===== src/rtl/output_control.sv =====
// Bit-serial readout of the systolic core's N*N results.
// A capture latches every result into a parallel buffer, saturated to OUT_W
// bits where OUT_W < ACC_W. The buffer is then streamed LSB first, element 0
// first, one bit per clock while unload_en is high.
//
// state   | meaning
// --------+---------------------------------------------------------------
// S_IDLE  | waiting for capture; unload_en has no effect
// S_SHIFT | buffer loaded; one bit per clock while unload_en=1, else hold
module output_control #(
    parameter int N     = 2,
    parameter int ACC_W = 16,
    parameter int OUT_W = 16
) (
    input  logic                   clk,
    input  logic                   rst,
    input  logic [N*N*ACC_W-1:0]   in_z_flat,
    input  logic                   capture,
    input  logic                   unload_en,
    output logic                   data_out,
    output logic                   out_valid,
    output logic                   out_last,
    output logic                   done,
    output logic                   busy
);

    localparam int NE     = N * N;
    localparam int BIT_W  = (OUT_W > 1) ? $clog2(OUT_W) : 1;
    localparam int ELEM_W = (NE > 1) ? $clog2(NE) : 1;

    localparam logic [BIT_W-1:0]  BIT_LAST  = BIT_W'(OUT_W - 1);
    localparam logic [ELEM_W-1:0] ELEM_LAST = ELEM_W'(NE - 1);

    // Largest and smallest signed values representable in OUT_W bits.
    localparam logic [OUT_W-1:0] SAT_MAX = {1'b0, {(OUT_W-1){1'b1}}};
    localparam logic [OUT_W-1:0] SAT_MIN = {1'b1, {(OUT_W-1){1'b0}}};

    typedef enum logic {
        S_IDLE  = 1'b0,
        S_SHIFT = 1'b1
    } state_t;

    state_t              state_q;
    logic [OUT_W-1:0]    buf_q [NE];
    logic [OUT_W-1:0]    sat_d [NE];
    logic [BIT_W-1:0]    bit_cnt_q;
    logic [ELEM_W-1:0]   elem_cnt_q;
    logic                data_out_q;
    logic                out_valid_q;
    logic                out_last_q;
    logic                done_q;
    logic                busy_q;

    // Per-element saturation of the incoming result bus into buffer format.
    // An element fits in OUT_W bits exactly when its sign bit and every bit
    // that is dropped agree with the top kept bit; otherwise it clamps
    // towards its sign.
    for (genvar k = 0; k < NE; k++) begin : g_sat
        logic [ACC_W-1:0] elem;
        assign elem = in_z_flat[(k+1)*ACC_W-1 -: ACC_W];

        if (OUT_W == ACC_W) begin : g_copy
            assign sat_d[k] = elem[OUT_W-1:0];
        end else begin : g_clamp
            logic [ACC_W-OUT_W:0] hi;
            logic                 fits;
            assign hi       = elem[ACC_W-1:OUT_W-1];
            assign fits     = (hi == '0) || (hi == '1);
            assign sat_d[k] = fits ? elem[OUT_W-1:0]
                                   : (elem[ACC_W-1] ? SAT_MIN : SAT_MAX);
        end
    end

    // Readout FSM: capture in IDLE, serialize in SHIFT, all outputs registered.
    always_ff @(posedge clk or negedge rst) begin
        if (!rst) begin
            state_q     <= S_IDLE;
            for (int k = 0; k < NE; k++) begin
                buf_q[k] <= '0;
            end
            bit_cnt_q   <= '0;
            elem_cnt_q  <= '0;
            data_out_q  <= 1'b0;
            out_valid_q <= 1'b0;
            out_last_q  <= 1'b0;
            done_q      <= 1'b0;
            busy_q      <= 1'b0;
        end else begin
            case (state_q)
                S_IDLE: begin
                    out_valid_q <= 1'b0;
                    out_last_q  <= 1'b0;
                    done_q      <= 1'b0;
                    if (capture) begin
                        for (int k = 0; k < NE; k++) begin
                            buf_q[k] <= sat_d[k];
                        end
                        bit_cnt_q  <= '0;
                        elem_cnt_q <= '0;
                        state_q    <= S_SHIFT;
                        busy_q     <= 1'b1;
                    end
                end

                S_SHIFT: begin
                    // capture is deliberately not looked at here so a
                    // frame in flight can never be overwritten.
                    if (unload_en) begin
                        data_out_q  <= buf_q[elem_cnt_q][bit_cnt_q];
                        out_valid_q <= 1'b1;
                        out_last_q  <= (bit_cnt_q == BIT_LAST);
                        if (bit_cnt_q == BIT_LAST) begin
                            bit_cnt_q <= '0;
                            if (elem_cnt_q == ELEM_LAST) begin
                                elem_cnt_q <= '0;
                                done_q     <= 1'b1;
                                state_q    <= S_IDLE;
                                busy_q     <= 1'b0;
                            end else begin
                                elem_cnt_q <= elem_cnt_q + 1'b1;
                                done_q     <= 1'b0;
                            end
                        end else begin
                            bit_cnt_q <= bit_cnt_q + 1'b1;
                            done_q    <= 1'b0;
                        end
                    end else begin
                        // Pause: data_out, counters and buffer hold.
                        out_valid_q <= 1'b0;
                        out_last_q  <= 1'b0;
                        done_q      <= 1'b0;
                    end
                end

                default: begin
                    state_q <= S_IDLE;
                    busy_q  <= 1'b0;
                end
            endcase
        end
    end

    assign data_out  = data_out_q;
    assign out_valid = out_valid_q;
    assign out_last  = out_last_q;
    assign done      = done_q;
    assign busy      = busy_q;

endmodule


===== config.mk =====
export PLATFORM = sky130hd
export DESIGN_NAME = output_control
export DESIGN_NICKNAME = d
export VERILOG_FILES = /design/src/rtl/output_control.sv
export SDC_FILE = /design/constraint.sdc
export NUM_CORES = 1
export LEC_CHECK = 0
export ABC_AREA = 1
export BUFFER_PORTS_ARGS = -buffer_cell sky130_fd_sc_hd__buf_2
export CAP_MARGIN = 20
export CORE_ASPECT_RATIO = 0.7
export CORE_MARGIN = 3
export CORE_UTILIZATION = 40
export DETAILED_ROUTE_END_ITERATION = 10
export PLACE_DENSITY_LB_ADDON = 0.12
export SLEW_MARGIN = 30
export SYNTH_ARGS = -nofsm -noshare
export SYNTH_HDL_FRONTEND = slang
export SYNTH_SLANG_ARGS = --single-unit
export TNS_END_PERCENT = 50

===== constraint.sdc =====
create_clock -name clk -period 1.9 [get_ports clk]
set_input_delay 0.285 -clock clk [delete_from_list [all_inputs] [get_ports clk]]
set_output_delay 0.285 -clock clk [all_outputs]
set_load 0.005 [all_outputs]

* Yosys cells after proc, flatten, opt, wreduce, memory -nomap -nowiden *
Index checks and enable logic that the tools add are counted.

cells by class
  equal/unequal tests = 6
  bitwise logic cells = 2
  $lt $le $gt $ge = 2
  muxes and demuxes = 32
  reduce and logical (&&, ||, !) cells = 5
  add/subtract/negate cells = 2

operators with widths
  kind                   number
  $bmux W16 S2           1
  $mux W16               2
  $mux W1                14
  $mux W4                3
  $pmux W1 S2            5
  $mux W2                4
  $pmux W4 S2            1
  $reduce_and A2 Y1      3
  $lt A4 B5 Y1 const B   1
  $add A4 B1 Y4 const B  1
  $bmux W1 S4            1
  $eq A4 B4 Y1 const B   1
  $ne A2 B1 Y1 const B   2
  $ne A2 B2 Y1 const B   2
  $pmux W2 S2            1
  $reduce_and A4 Y1      1
  $ge A3 B3 Y1 const B   1
  $not A2 Y3             1
  $reduce_and A3 Y1      1
  $add A2 B1 Y2 const B  1
  $eq A2 B2 Y1 const B   1
  $not A1 Y1             1

storage, ports and cells
  register bits after elaboration = 76
  input bits = 68
  output and inout bits = 5

* Longest topological paths before layout *
  depth in word-level cells = 6
  depth in mapped cells = 12
  gate-level depth less buffers = 11

* Least setup slack after synthesis *
Ideal clock, no wire load.

  path kind = flip-flop to flip-flop
  start = reg bit_cnt_q[1]
  end = reg busy_q (netlist: busy)
  cell stages (with the launch flop) = 9
  slack = 592 ps
  period minus slack after synthesis = 1308 ps
  buffers on the path = 0
  data required time = 1770 ps
  data arrival time = 1179 ps
  setup time = 130 ps
  cells stage by stage = dfrtp_1 -> ha_1 -> nand2_1 -> nor2_1 -> inv_1 -> nor2_2 -> inv_1 -> o21ai_0 -> nand2_1

between the ends
  word-level cells in the longest chain between the ends = 3

ends and longest elaborated chain
  item                                RTL line  text
  from (decl)                         46        logic [BIT_W-1:0] bit_cnt_q;
  from (signal assigned)              124       bit_cnt_q <= bit_cnt_q + 1'b1;
  $eq A4 B4 Y1                        112       if (bit_cnt_q == BIT_LAST) begin
  $ne A2 B1 Y1 (no source line)       n/a
  $reduce_and A4 Y1 (no source line)  n/a
  to (signal assigned)                101       busy_q <= 1'b1;
  to (signal assigned)                118       busy_q <= 1'b0;
  to (signal assigned)                137       busy_q <= 1'b0;
  to (decl)                           52        logic busy_q;

No other way between the ends.
A chain may end at the register's enable or synchronous reset.

* Worst setup path in the final report *
  start = reg bit_cnt_q[0]
  end = reg elem_cnt_q[0]

between the ends
  word-level cells in the longest chain between the ends = 3

ends and longest elaborated chain
  item                                RTL line  text
  $eq A4 B4 Y1                        112
  $ne A2 B1 Y1 (no source line)       n/a
  $reduce_and A3 Y1 (no source line)  n/a
  to (signal assigned)                120       elem_cnt_q <= elem_cnt_q + 1'b1;
  to (decl)                           47        logic [ELEM_W-1:0] elem_cnt_q;

No other way between the ends.

==> reports/summary.md <==
### Status
- finished clean — status

### Placed design
- 640 — total instance count after detailed placement
- 0.004014 mm^2 — post-detailed-placement cell area
- 0.8584 — final weighted congestion in routability-driven placement
- 72 — number of input and output port buffers inserted
- 5.933 mm — Detail Placement HPWL

### Timing
- 0.005939 ns — worst clock skew
- 0 — endpoints failing hold
- 0 — Max Slew Vio Count
- 0 — count of endpoints failing setup in the final report
- 84.82% — final cycle utilization of the critical path
- 0.4061 ns — Worst Max-Slew Pin Slew
- 620.5 MHz — maximum frequency from static timing analysis
- 1.612 ns — post-layout minimum cycle time
- 72.92% — worst slew margin relative to its limit
- false — unrepaired setup endpoints after global routing
- 0 ns — Final TNS setup

### Synth
- 0.003593 mm^2 — Post-Syn Area
- 52.92% — sequential fraction of the synthesis area
- dfrtp_1 (53%), nand2_1 (28%), nand3_1 (8.1%), buf_6 (1.9%), buf_2 (1.7%) — leading post-synthesis cells by cell area
- 0 — yosys warns
- 0.2437% — synthesized-area fraction occupied by xor and xnor cells
- dfrtp_1 — cell taking the most area after synthesis
- 7.678 um^2 — synthesized area per cell
- 468 — Gate Count Post-Synth
- 0% — fraction of synthesized area in multiplexers
- 538 — Synth Net Count
- 76 — number of flip-flops and latches in the synthesized netlist
- 37.78% — basic-gate share of the synthesized area counting and, or, nand and nor cells
- 52.92% — portion of synthesized cell area occupied by the leading cell type
- simple AND/OR/NAND/NOR gates — largest family of logic cells by synthesized area
- 22 — number of different library cells in the post-synthesis netlist
- 0.6964% — share of synthesized cell area in full adder, half adder and majority cells
- 1.776% — fraction of the mapped netlist area in compound gates

### Clock tree
- 3 — H-tree level count
- 0 — post-cts resize count
- 1 — number of hold-repair buffers added at the cts stage
- 0.34 ns — worst skew pair latency
- 9 — number of clock buffers inserted by TritonCTS
- 0 — number of buffers inserted to repair setup after CTS
- 2 — worst-case clock buffer depth
- done — clock tree from TritonCTS
- clkbuf_16 — clk root buf
- 0.06 ns — clock transition at the registers of the reported paths
- 76 — Clock Sinks

### Power
- 1431 mW/mm^2 — total power density per cell area
- 0.0005277 V — Worst IR Drop VDD
- 0.002332 uW — static power due to leakage
- 6225 uW — total power

### Cells and area
- 657 — post-route insts no fill
- 50.69% — core utilization of the finished layout
- 19.18% — share of layout cells above drive strength 1
- 886 — count of fill cells added during filler insertion
- 0.004350 mm^2 — cell area after layout
- 602 — Final nets
- 21.07% — Area growth, synth to finish
- 0 — number of antenna cells inserted

### Route
- 3114 — overall via count from detail_route
- 8.688 mm — Total Routed Length
- 0 — Final ANT Viol Nets
- 236 — drt first-iter violations
- 0 — Post-route DRC
- 4.740 — vias per inst
- 4 — number of iterations in the first detailed-routing pass
- 13.22 um — wire per inst

### Setup path
- 1.87 ns — Critical Path AT
- reg -> reg — category of the most critical setup path
- 0.53 ns — delay of the slowest cell on the worst path
- 10 — maximum fanout count along the critical path
- 2.16 ns — CP Data Required Time
- 2 — critical path buffer and inverter count
- dfrtp_1 — Slowest-stage cell, CP
- ha_1, nand2_1, nor2_1, inv_1, nor2_2, inv_1, nand2_1, nand4_1, o21ai_0 — cell chain of the critical path
- flip-flop — element type at the critical path end
- flip-flops — kind of cell adding the most delay to the critical path
- flip-flop — Critical Path Start Type

### Job
- 0 — count of max-cap constraint violations

### GRT
- 18.88% — global-route total usage across every layer
- 15.02 mm — first-pass GRT wire length
- 77 — largest net degree at the start of global routing
- 3093 — number of global-route vias before repair
- 0 — total overflow reported by the global router
- 0 — initial antenna violation count

### Die
- 119.3 um — die span in x
- 0.008583 mm^2 — placeable core region
- 73 — I/O Pins
- 0.01018 mm^2 — area enclosed by the die boundary
- 28 — number of placement rows
- 85.30 um — height of the die
- 41.87% — Initial Utilization

### Worst hold path
- in -> reg — worst min-delay path category

path summary, 6_finish.rpt:
check / from / cells past startpoint / to / slack [ns]
max in group asynchronous: rst / 3 / buf_q[0]$_DFFE_PN0P_ / 1.06
setup reg to reg: bit_cnt_q[0]$_DFFE_PN0P_ / 9 / elem_cnt_q[0]$_DFFE_PN0P_ / 0.29
hold / removal: in_z_flat[43] / 3 / buf_q[27]$_DFFE_PN0P_ / 0.14
hold reg to reg: buf_q[59]$_DFFE_PN0P_ / 2 / buf_q[59]$_DFFE_PN0P_ / 0.47
min in group asynchronous: rst / 3 / buf_q[23]$_DFFE_PN0P_ / 0.53
setup / recovery: bit_cnt_q[0]$_DFFE_PN0P_ / 9 / elem_cnt_q[0]$_DFFE_PN0P_ / 0.29
layout by cell type (no fill, tap or decap), types with 3 or more instances in the layout:
master,count
clkbuf_16,9
nand2_2,3
nor2_1,5
o21ai_0,6
buf_12,3
buf_4,3
nand3_1,58
nand2_1,270
buf_2,72
dfrtp_1,76
inv_1,10
clkinvlp_4,3
cell families (layout without fill, tap and decap cells):
group / Yosys count / after routing
simple gates: 339 / 339
flops: 76 / 76
buf+inv: 39 / 108
compound gates: 11 / 11
fa+ha+maj: 2 / 2
xor+xnor: 1 / 1
flip-flops by register name, summed over array words and instances (netlist names):
name / flops
busy: 1
buf_q: 64
elem_cnt_q: 2
data_out: 1
out_last: 1
bit_cnt_q: 4
done: 1
out_valid: 1
state_q: 1
per-stage QoR:
stage	worst slack, ns	hold slack (ns)
2_1_floorplan	0.5918	-0.01059
3_3_place_gp	0.3763	0.3577
3_5_place_dp	0.2959	0.3576
4_1_cts	0.2839	0.1291
5_1_grt	0.006035	0.1381
6_report	0.2883	0.1413
cell usage after synthesis (all sizes together):
library cell  count
a21oi             3
buf              22
clkbuf            4
dfrtp            76
ha                2
inv              13
nand2           273
nand3            58
nand4             1
nor2              7
o21ai             6
o22ai             1
o32ai             1
xor2              1
layer usage:
layer / wire length, um / vias up / global-route usage, %
li1: - / 1582 / -
met1: 4176 / 1452 / 25.76
met5: 0 / - / 0
met3: 498 / 9 / 5.863
met2: 3887 / 71 / 28.91
met4: 126 / 0 / 6.099
cell type report:
type                    instances  area (um^2)  area share [%]
flip-flops and latches         76         1902           43.72
multi-input cells             353         1463           33.62
repair buffers                 79        452.9           10.41
clock buffers                  10        239.0           5.493
well taps                     120        150.1           3.451
clock inverters                 6        87.58           2.013
inverters                      13        56.30           1.294
worst min-delay path, stage by stage:
cell	delay, ns
buf_2	0.07
nand2_1	0.04
nand2_1	0.05
where the power goes:
| group | total (uW) | leakage (uW) | internal [uW] | switching (uW) |
|---|---|---|---|---|
| combinational | 1840 | 0.00123 | 690 | 1150 |
| clock | 1840 | 0.000151 | 1180 | 659 |
| sequential | 2550 | 0.000952 | 2180 | 365 |
(Power assumes the default switching activity.)
